$ cat src/rtl/test_pattern_480p_bounce_axis.sv
// One axis of the bouncing box: position/direction state that steps once per
// frame strobe and reflects off 0 and LIMIT-SIZE.
module bounce_axis #(
  parameter int CORDW = 10,
  parameter int LIMIT = 640,
  parameter int SIZE  = 32,
  parameter int SPEED = 2
) (
  input  logic             clk_i,
  input  logic             rst_i,
  input  logic             step_i,
  output logic [CORDW-1:0] pos_o
);

  localparam int W1   = CORDW + 1;
  localparam int MAXP = LIMIT - SIZE;

  logic [CORDW-1:0] pos_q, pos_d;
  logic             dir_q, dir_d;
  logic [W1-1:0]    nx;

  // One extra bit so pos+SPEED cannot wrap before the clamp compare.
  assign nx = {1'b0, pos_q} + W1'(SPEED);

  always_comb begin
    pos_d = pos_q;
    dir_d = dir_q;
    if (step_i) begin
      if (dir_q) begin
        if (nx >= W1'(MAXP)) begin
          pos_d = CORDW'(MAXP);
          dir_d = 1'b0;
        end else begin
          pos_d = nx[CORDW-1:0];
        end
      end else if ({1'b0, pos_q} <= W1'(SPEED)) begin
        pos_d = '0;
        dir_d = 1'b1;
      end else begin
        pos_d = pos_q - CORDW'(SPEED);
      end
    end
  end

  always_ff @(posedge clk_i) begin
    if (rst_i) begin
      pos_q <= '0;
      dir_q <= 1'b1;
    end else begin
      pos_q <= pos_d;
      dir_q <= dir_d;
    end
  end

  assign pos_o = pos_q;

endmodule

$ cat config.mk
export PLATFORM = sky130hd
export DESIGN_NAME = bounce_axis
export DESIGN_NICKNAME = d
export VERILOG_FILES = /design/src/rtl/test_pattern_480p_bounce_axis.sv
export SDC_FILE = /design/constraint.sdc
export NUM_CORES = 1
export LEC_CHECK = 0
export ABC_AREA = 1
export CAP_MARGIN = 20
export CORE_ASPECT_RATIO = 1.5
export CORE_MARGIN = 8
export CORE_UTILIZATION = 25
export CTS_BUF_LIST = sky130_fd_sc_hd__clkbuf_8
export CTS_CLUSTER_DIAMETER = 30
export DETAILED_ROUTE_END_ITERATION = 7
export PLACE_DENSITY = 0.44
export SYNTH_ARGS = -nofsm -noshare
export SYNTH_HDL_FRONTEND = slang
export SYNTH_SLANG_ARGS = --single-unit
$ cat constraint.sdc
create_clock -name clk_i -period 1.9 [get_ports clk_i]
set_input_delay 0.38 -clock clk_i [delete_from_list [all_inputs] [get_ports clk_i]]
set_output_delay 0.38 -clock clk_i [all_outputs]
set_load 0.005 [all_outputs]
## Word-level counts from Yosys, hierarchy flattened

Cells that the tools add are included.
W data, S select, Z words.

- Memory bits (read-only): 0
- Input bits: 3
- Word-level logic and storage cells: 12
- Bits in registers: 11
- Output and inout bits: 10
- Bits in latches: 0
- Memory bits (writable): 0
- Memories: 0

- Bitwise logic cells: 0
- $mul: 0
- Reductions and logical operators: 0
- Add/subtract/negate cells: 2
- Multiplexer cells: 6
- Shift-type cells: 0
- Eq/ne operators: 0
- Div/mod/pow operators: 0
- Order comparisons: 2

Operator list:

| kind | count |
|---|---|
| $mux W10 | 3 |
| $add A10 B2 Y11 const B | 1 |
| $ge A11 B10 Y1 const B | 1 |
| $le A10 B2 Y1 const B | 1 |
| $sub A10 B2 Y10 const B | 1 |
| $mux W1 | 3 |

## Longest topological paths before layout

- Word-level depth: 4
- Mapped depth: 12
- Gate-level depth less buffers: 12

## Worst setup path before layout

OpenSTA, ideal clock, no wires.

- Kind: flip-flop to flip-flop
- From: register pos_q[2], in the netlist pos_o[2]
- To: register pos_q[9], in the netlist pos_o[9]
- Arrival time: 1.407 ns
- Required time: 1.789 ns
- Setup slack: 0.382 ns
- Setup time: 0.111 ns
- Clock period less this slack: 1.518 ns
- Path buffers: 0
- Stages on the path, launching flop included: 11
- Cell sequence: dfxtp_1 ha_1 nand2_2 nor2_2 nand2_1 o21ai_1 nand2_1 o21ai_0 nor2_1 nor2_1 nor2_1

- Cells in the longest elaborated chain, start to end: 4
- Elaborated cells on any way between the ends: 7
- Those cells by class: add/sub: 2; order compare: 2; mux: 3

Ends and longest elaborated chain:

| element | RTL line | source |
|---|---|---|
| start, declared | 18 | `logic [CORDW-1:0] pos_q, pos_d;` |
| start signal, assigned | 50 | `pos_q <= pos_d;` |
| $add A10 B2 Y11 | 23 | `assign nx = {1'b0, pos_q} + W1'(SPEED);` |
| $ge A11 B10 Y1 | 30 | `if (nx >= W1'(MAXP)) begin` |
| $mux W10 | 30 |  |
| $mux W10 * | 29 | `if (dir_q) begin` |

Every way passes the cells marked *; elsewhere a longest branch is shown, timed or not.
A chain may end at the register's enable or synchronous reset.

## Worst setup path in the final report

- From: register pos_q[3], in the netlist pos_o[3]
- To: output port pos_o[3]

RTL lines:

| element | RTL line | source |
|---|---|---|
| end, declared | 12 | `output logic [CORDW-1:0] pos_o` |

No word-level cell between the ends.

==> results.tsv <==
stage	metric	value	unit
pwr	total power draw	784	µW
synth	register area share after synthesis	21.9	%
timing	Fmax	557	MHz
clocking	root buf cell	clkbuf_8	
clocking	Inserted Clock Buffers	3	
pwr	Switching Fraction	34.0	%
clocking	CTS Hold Bufs	0	
timing	Final Max Tran Viols	0	
floorplan	cell row count	27	
synth	main combinational cell family by area after synthesis	simple AND/OR/NAND/NOR gates	
synth	synth warn	0	
final_layout	most common cell after layout, fill and taps aside	nand2_1	
setup_path	CP Launch Type	flop	
synth	post-synth cell types	23	
route	Avg Vias per Cell	4.71	
route	post-DR wirelength/cell	12.7	µm
clocking	postcts setup bufs	0	
clocking	clk sinks	10	
final_layout	Fill cells	440	
floorplan	Die X	65.4	µm
global_route	initial antenna violation count	0	
floorplan	die height	90.1	µm
floorplan	die area	5900	µm²
worst_hold_path	number of cells on the worst hold path	2	
route	First-pass DRT Iterations	4	
synth	Mapped Area	916	µm²
status	outcome	finished, final reports clean	
synth	largest area contributor in the netlist	dfxtp_1	
setup_path	Critical Path RT	1520	ps
final_layout	layout cells sized above 1	14.0	%
synth	Mapped Cells	149	
timing	RSZ-0062 raised after global routing	no	
flow_run	max_cap viols	0	
pwr	sequential share of power	32.8	%
pwr	Pint	517	µW
floorplan	initial core utilization	25.6	%
synth	mux cell area share after synthesis	0	%
pwr	Clock power frac	35.5	%
global_route	largest net degree at the start of global routing	11	
timing	Setup Viol. Count Final	0	
synth	Synth Area in Compound Gates	13.8	%
synth	Syn Area/Cell	6.15	µm²
clocking	CTS Buffer Depth	2	
final_layout	NumNets Final	171	
final_layout	Antenna Cells	0	
pwr	power share of the combinational group	31.7	%
setup_path	Setup CP Type	flop to output port	
pwr	Max VDD drop	320	µV
clocking	Clock transition at path regs	50	ps
global_route	GRT Util Overall	9.74	%
synth	Simple-Gate Fraction of Synth Area	40.4	%
route	vias	974	
global_route	first-pass GRT wire length	4600	µm
pwr	Pleak	0.510	nW
placed_design	port buffer count	11	
timing	TNS Setup	0	ps
clocking	clock latency on the worst-skew pair	240	ps
placed_design	Routability Congestion	0.910	
pwr	Power Density	695	nW/µm²
timing	Final Hold Fails	0	
synth	Synth top area share	21.9	%
placed_design	DP HPWL	2140	µm
timing	crit share post-route	94.4	%
pwr	NetSw	267	µW
timing	Max Clock Skew	2.42	ps
setup_path	CP Max Fanout	8	
worst_hold_path	Hold Path Class	flop to flop	
floorplan	Core Area	3580	µm²
route	wire length after detailed routing	2640	µm
synth	Syn Nets	155	
final_layout	Synth-to-Final Area Change	23.1	%
synth	top area cells in the synthesized netlist	dfxtp_1 (22%), nand2_1 (14%), nand3_1 (7.7%), inv_1 (7.4%), a21oi_1 (7.1%)	
setup_path	worst reg2reg path depth	11	
global_route	grt ovf	0	
setup_path	Data arrival, critical path	1410	ps
floorplan	io pins	13	
timing	post-layout min period	1790	ps
synth	Post-Synth XOR/XNOR Area	6.69	%
route	DRC Markers	0	
clocking	H-tree levels	1	
global_route	vias in the first global route	1041	
setup_path	Worst Setup End Kind	output port	
synth	Post-Synth Adder-Cell Area	4.10	%
route	drt first-iter violations	16	
synth	#FFs+latches synth	10	
clocking	clock tree from TritonCTS	yes	
route	antenna viol nets, final	0	
final_layout	most frequent cells in the layout	nand2_1 (35), inv_1 (18), nor2_1 (15), nand3_1 (14), a21oi_1 (13)	
-- routing by layer --
metal  wire length (µm)  part of all wire [%]  GRT usage [%]
met4                 74                   2.8           5.67
met1               1080                    41           9.82
met5                  0                     0              0
met3                 86                   3.3           2.36
met2               1390                    53           17.2
-- layout make-up --
type	instances	area [µm²]	area share, %
inverters	20	75.1	6.66
clock buffers	4	55.1	4.88
flip-flops and latches	10	201	17.9
repair buffers	15	140	12.4
multi-input cells	115	602	53.4
well taps	43	53.8	4.77
-- cell usage after synthesis --
| cell type | n |
|---|---|
| nor2_2 | 4 |
| ha_1 | 3 |
| a21oi_1 | 13 |
| xor2_1 | 7 |
| o21bai_1 | 1 |
| nand2_1 | 35 |
| nand2_2 | 3 |
| buf_6 | 3 |
| clkinv_1 | 1 |
| o21ai_1 | 2 |
| conb_1 | 1 |
| dfxtp_1 | 10 |
| a21oi_2 | 1 |
| or2_2 | 1 |
| inv_2 | 1 |
| o21ai_0 | 7 |
| nand3_1 | 14 |
| nand4_1 | 5 |
| nand2_4 | 1 |
| buf_4 | 1 |
| nor2_1 | 15 |
| nand3_2 | 2 |
| inv_1 | 18 |
-- cell families (layout without fill, tap and decap cells) --
group	Yosys count	after routing
simple gates	80	80
compound gates	24	24
buf+inv	24	39
flops	10	10
xor+xnor	7	7
fa+ha+maj	3	3
other cells	1	1
-- worst max-delay path: stages (launching register included) --
cell,delay [ps]
dfxtp_1,480
buf_4,200
clkdlybuf4s50_1,500
-- worst paths after layout --
check        startpoint  slack, ps        to
min reg2reg    pos_o[2]        530  pos_o[2]
max            pos_o[3]        110  pos_o[3]
max reg2reg    pos_o[1]        170  pos_o[2]
min            pos_o[2]        530  pos_o[2]
-- power groups by stage --
stage / Clock [mW] / Sequential [mW] / Combinational, mW
after floorplan: 0 / 0.252 / 0.179
after global routing: 0.300 / 0.262 / 0.283
after CTS: 0.288 / 0.257 / 0.251
after global placement: 0 / 0.260 / 0.253
final: 0.278 / 0.257 / 0.249
after detailed placement: 0 / 0.261 / 0.250
-- state kept, by name, summed over array words and instances, names as in the netlist --
name   flops
pos_o      9
dir_q      1
-- through the flow --
step	hold WS, ps	std cells	cell area, µm²	setup WS (ps)	util, %
finish	531	207	1130	105	31.5
global route	570	207	1130	14.8	31.5
floorplan	442	149	916	382	-
global placement	566	203	1070	69.5	29.8
detailed placement	571	203	1070	92.8	29.8
CTS	580	207	1120	68.7	31.4
-- what timing repair did --
item / 4_1_cts / 5_1_grt
endpoints found under the setup margin: 0 / 6
resized for setup: 0 / 2
endpoints found under the hold margin: 0 / 0
No activity file was read; power rests on OpenSTA's default activity.
==> RTL change (config.mk and constraints unchanged) <==
Register the output `pos_o` once more; this adds one clock of latency there.
--- a/src/rtl/test_pattern_480p_bounce_axis.sv
+++ b/src/rtl/test_pattern_480p_bounce_axis.sv
@@ -53,5 +53,7 @@
   end
 
-  assign pos_o = pos_q;
+  always_ff @(posedge clk_i) begin
+    pos_o <= pos_q;
+  end
 
 endmodule
Check against the original RTL: not equivalent (a bounded check fails within 4 cycles, from zero or initial values and one cycle with rst_i high).
==> RTL change against the original RTL <==
- clock skew increased by 0.0015 ns
- hold slack worse by 0.12 ns
- power up 26%
- routed wire length grew 9.7%
- sequential cell count is 9 higher
- synthesized cell count fell by 1.3%
- area after synthesis is 17% higher
- design area grew 15%
- critical path depth rose by 8
- sequential power increased by 82%
- global-route usage shrank 1.1 points
- setup slack improved by 0.077 ns
- largest cell class unchanged
==> RTL change: results (changes against the original RTL) <==
stage,metric,value,unit,change
drt,drtIter0Drc,31,,+15
synthesis,ys_seq_area_share,35.5,%,+14 points
global_routing,grtUsageTotal,8.66,%,-1.1 points
setup_path,worstSetupPathType,register to register,,
global_routing,use_met3,1.75,%,-0.61 points
power_and_ir_drop,p_total,0.000991,W,+26%
setup_path,crit_path_end_kind,register,,
setup_path,critPathMaxFanout,8,,unchanged
place,dpl.cell_count,204,,+0.49%
setup_path,critPathTopFamily,simple AND/OR/NAND/NOR gates,,
power_and_ir_drop,power_leakage,0.582,nW,+14%
drt,via_count,1026,,+5.3%
place,place_congestion,0.849,,-6.7%
drt,wl_met3,92,µm,+7.0%
synthesis,synth_cell_types,26,,+13%
hold_path,min_delay_path_depth,0,,-2
setup_path,reg2regPathDepth,10,,-1
cells_and_area,nNetsFinal,169,,-1.2%
power_and_ir_drop,clock_power,0.000289,W,+4%
drt,firstDrtPassIters,4,,unchanged
run_status,outcome,finished clean,,
drt,wl_met2,1.51,mm,+8.1%
synthesis,ys_top_cells_by_area,"dfxtp_1 (35%), nand2_1 (11%), xor2_1 (6.5%)",,
hold_path,whs_endpoint,pos_o[9],,
drt,drt-met1-wl,1.21,mm,+12%
global_routing,grt_use_met1,8.73,%,-1.1 points
setup_path,crit_path_max_incr_delay,0.40,ns,-0.10 ns
global_routing,grt_util_met2,16.4,%,-0.81 points
synthesis,ys_top_cells_by_count,"nand2_1 (30), dfxtp_1 (19), inv_1 (17)",,
cts,path_clk_slew,0.08,ns,+0.03 ns
setup_path,r2r-start,pos_q[1],,
place,hpwl,2.21,mm,+2.9%
drt,viasPerCell,4.93,,+4.8%
global_routing,grt_max_degree,13,,+2
hold_path,hp-start,pos_q[9],,
power_and_ir_drop,p_seq,0.000469,W,+82%
setup_path,endpoint,pos_q[1],,
timing,fin_hold_ws,0.410,ns,-0.121 ns
cts,clock_latency,0.26,ns,+0.02 ns
global_routing,grt_pass1_wl,4.74,mm,+3.0%
synthesis,synthCells,147,,-1.3%
place,dpl-instance-area,1240,µm²,+17%
power_and_ir_drop,vdd_drop_max,0.314,mV,-1.9%
cells_and_area,layout-drive-gt1-share,12.3,%,-1.7 points
setup_path,cp_data_arrival_time,1.86,ns,+0.45 ns
timing,finClkSkew,0.00389,ns,+0.00147 ns
setup_path,slowest_stage,dfxtp_2,,
drt,detail_route.wl_per_cell,13.9,µm,+9.2%
timing,min_period,1.72,ns,-0.0766 ns
cells_and_area,reg_top3,"pos_o: 9 flops, pos_q: 9 flops, dir_q: 1 flops",,
global_routing,grt_pass1_vias,968,,-7.0%
==> RTL change: cell types whose count changed after synthesis, moves of 3 or more <==
cell / delta
o21ai_0: +4
nand2_1: -5
nor2_1: -8
nand3_1: -3
nor2_2: -3
dfxtp_1: +9
buf_6: -3
==> RTL change: kinds of logic after synthesis <==
kind of cell | Yosys count | synth area share (%)
adders and majority gates | 3 | 3.50
buffers and inverters | 23 | 9.33
AOI/OAI and AO/OA | 28 | 13.8
other | 1 | 0.350
DFF | 19 | 35.5
and+or+nand+nor | 65 | 31.0
xor gates and xnor gates | 8 | 6.53
==> RTL change: area by class of cell <==
type                       instances  area, µm²
inverter                          18       67.6
timing repair buffer              16        148
clock buffer                       3       41.3
fill                             452       2880
tap                               46       57.6
sequential                        19        383
clock inverter                     1       3.75
multi-input combinational        105        592
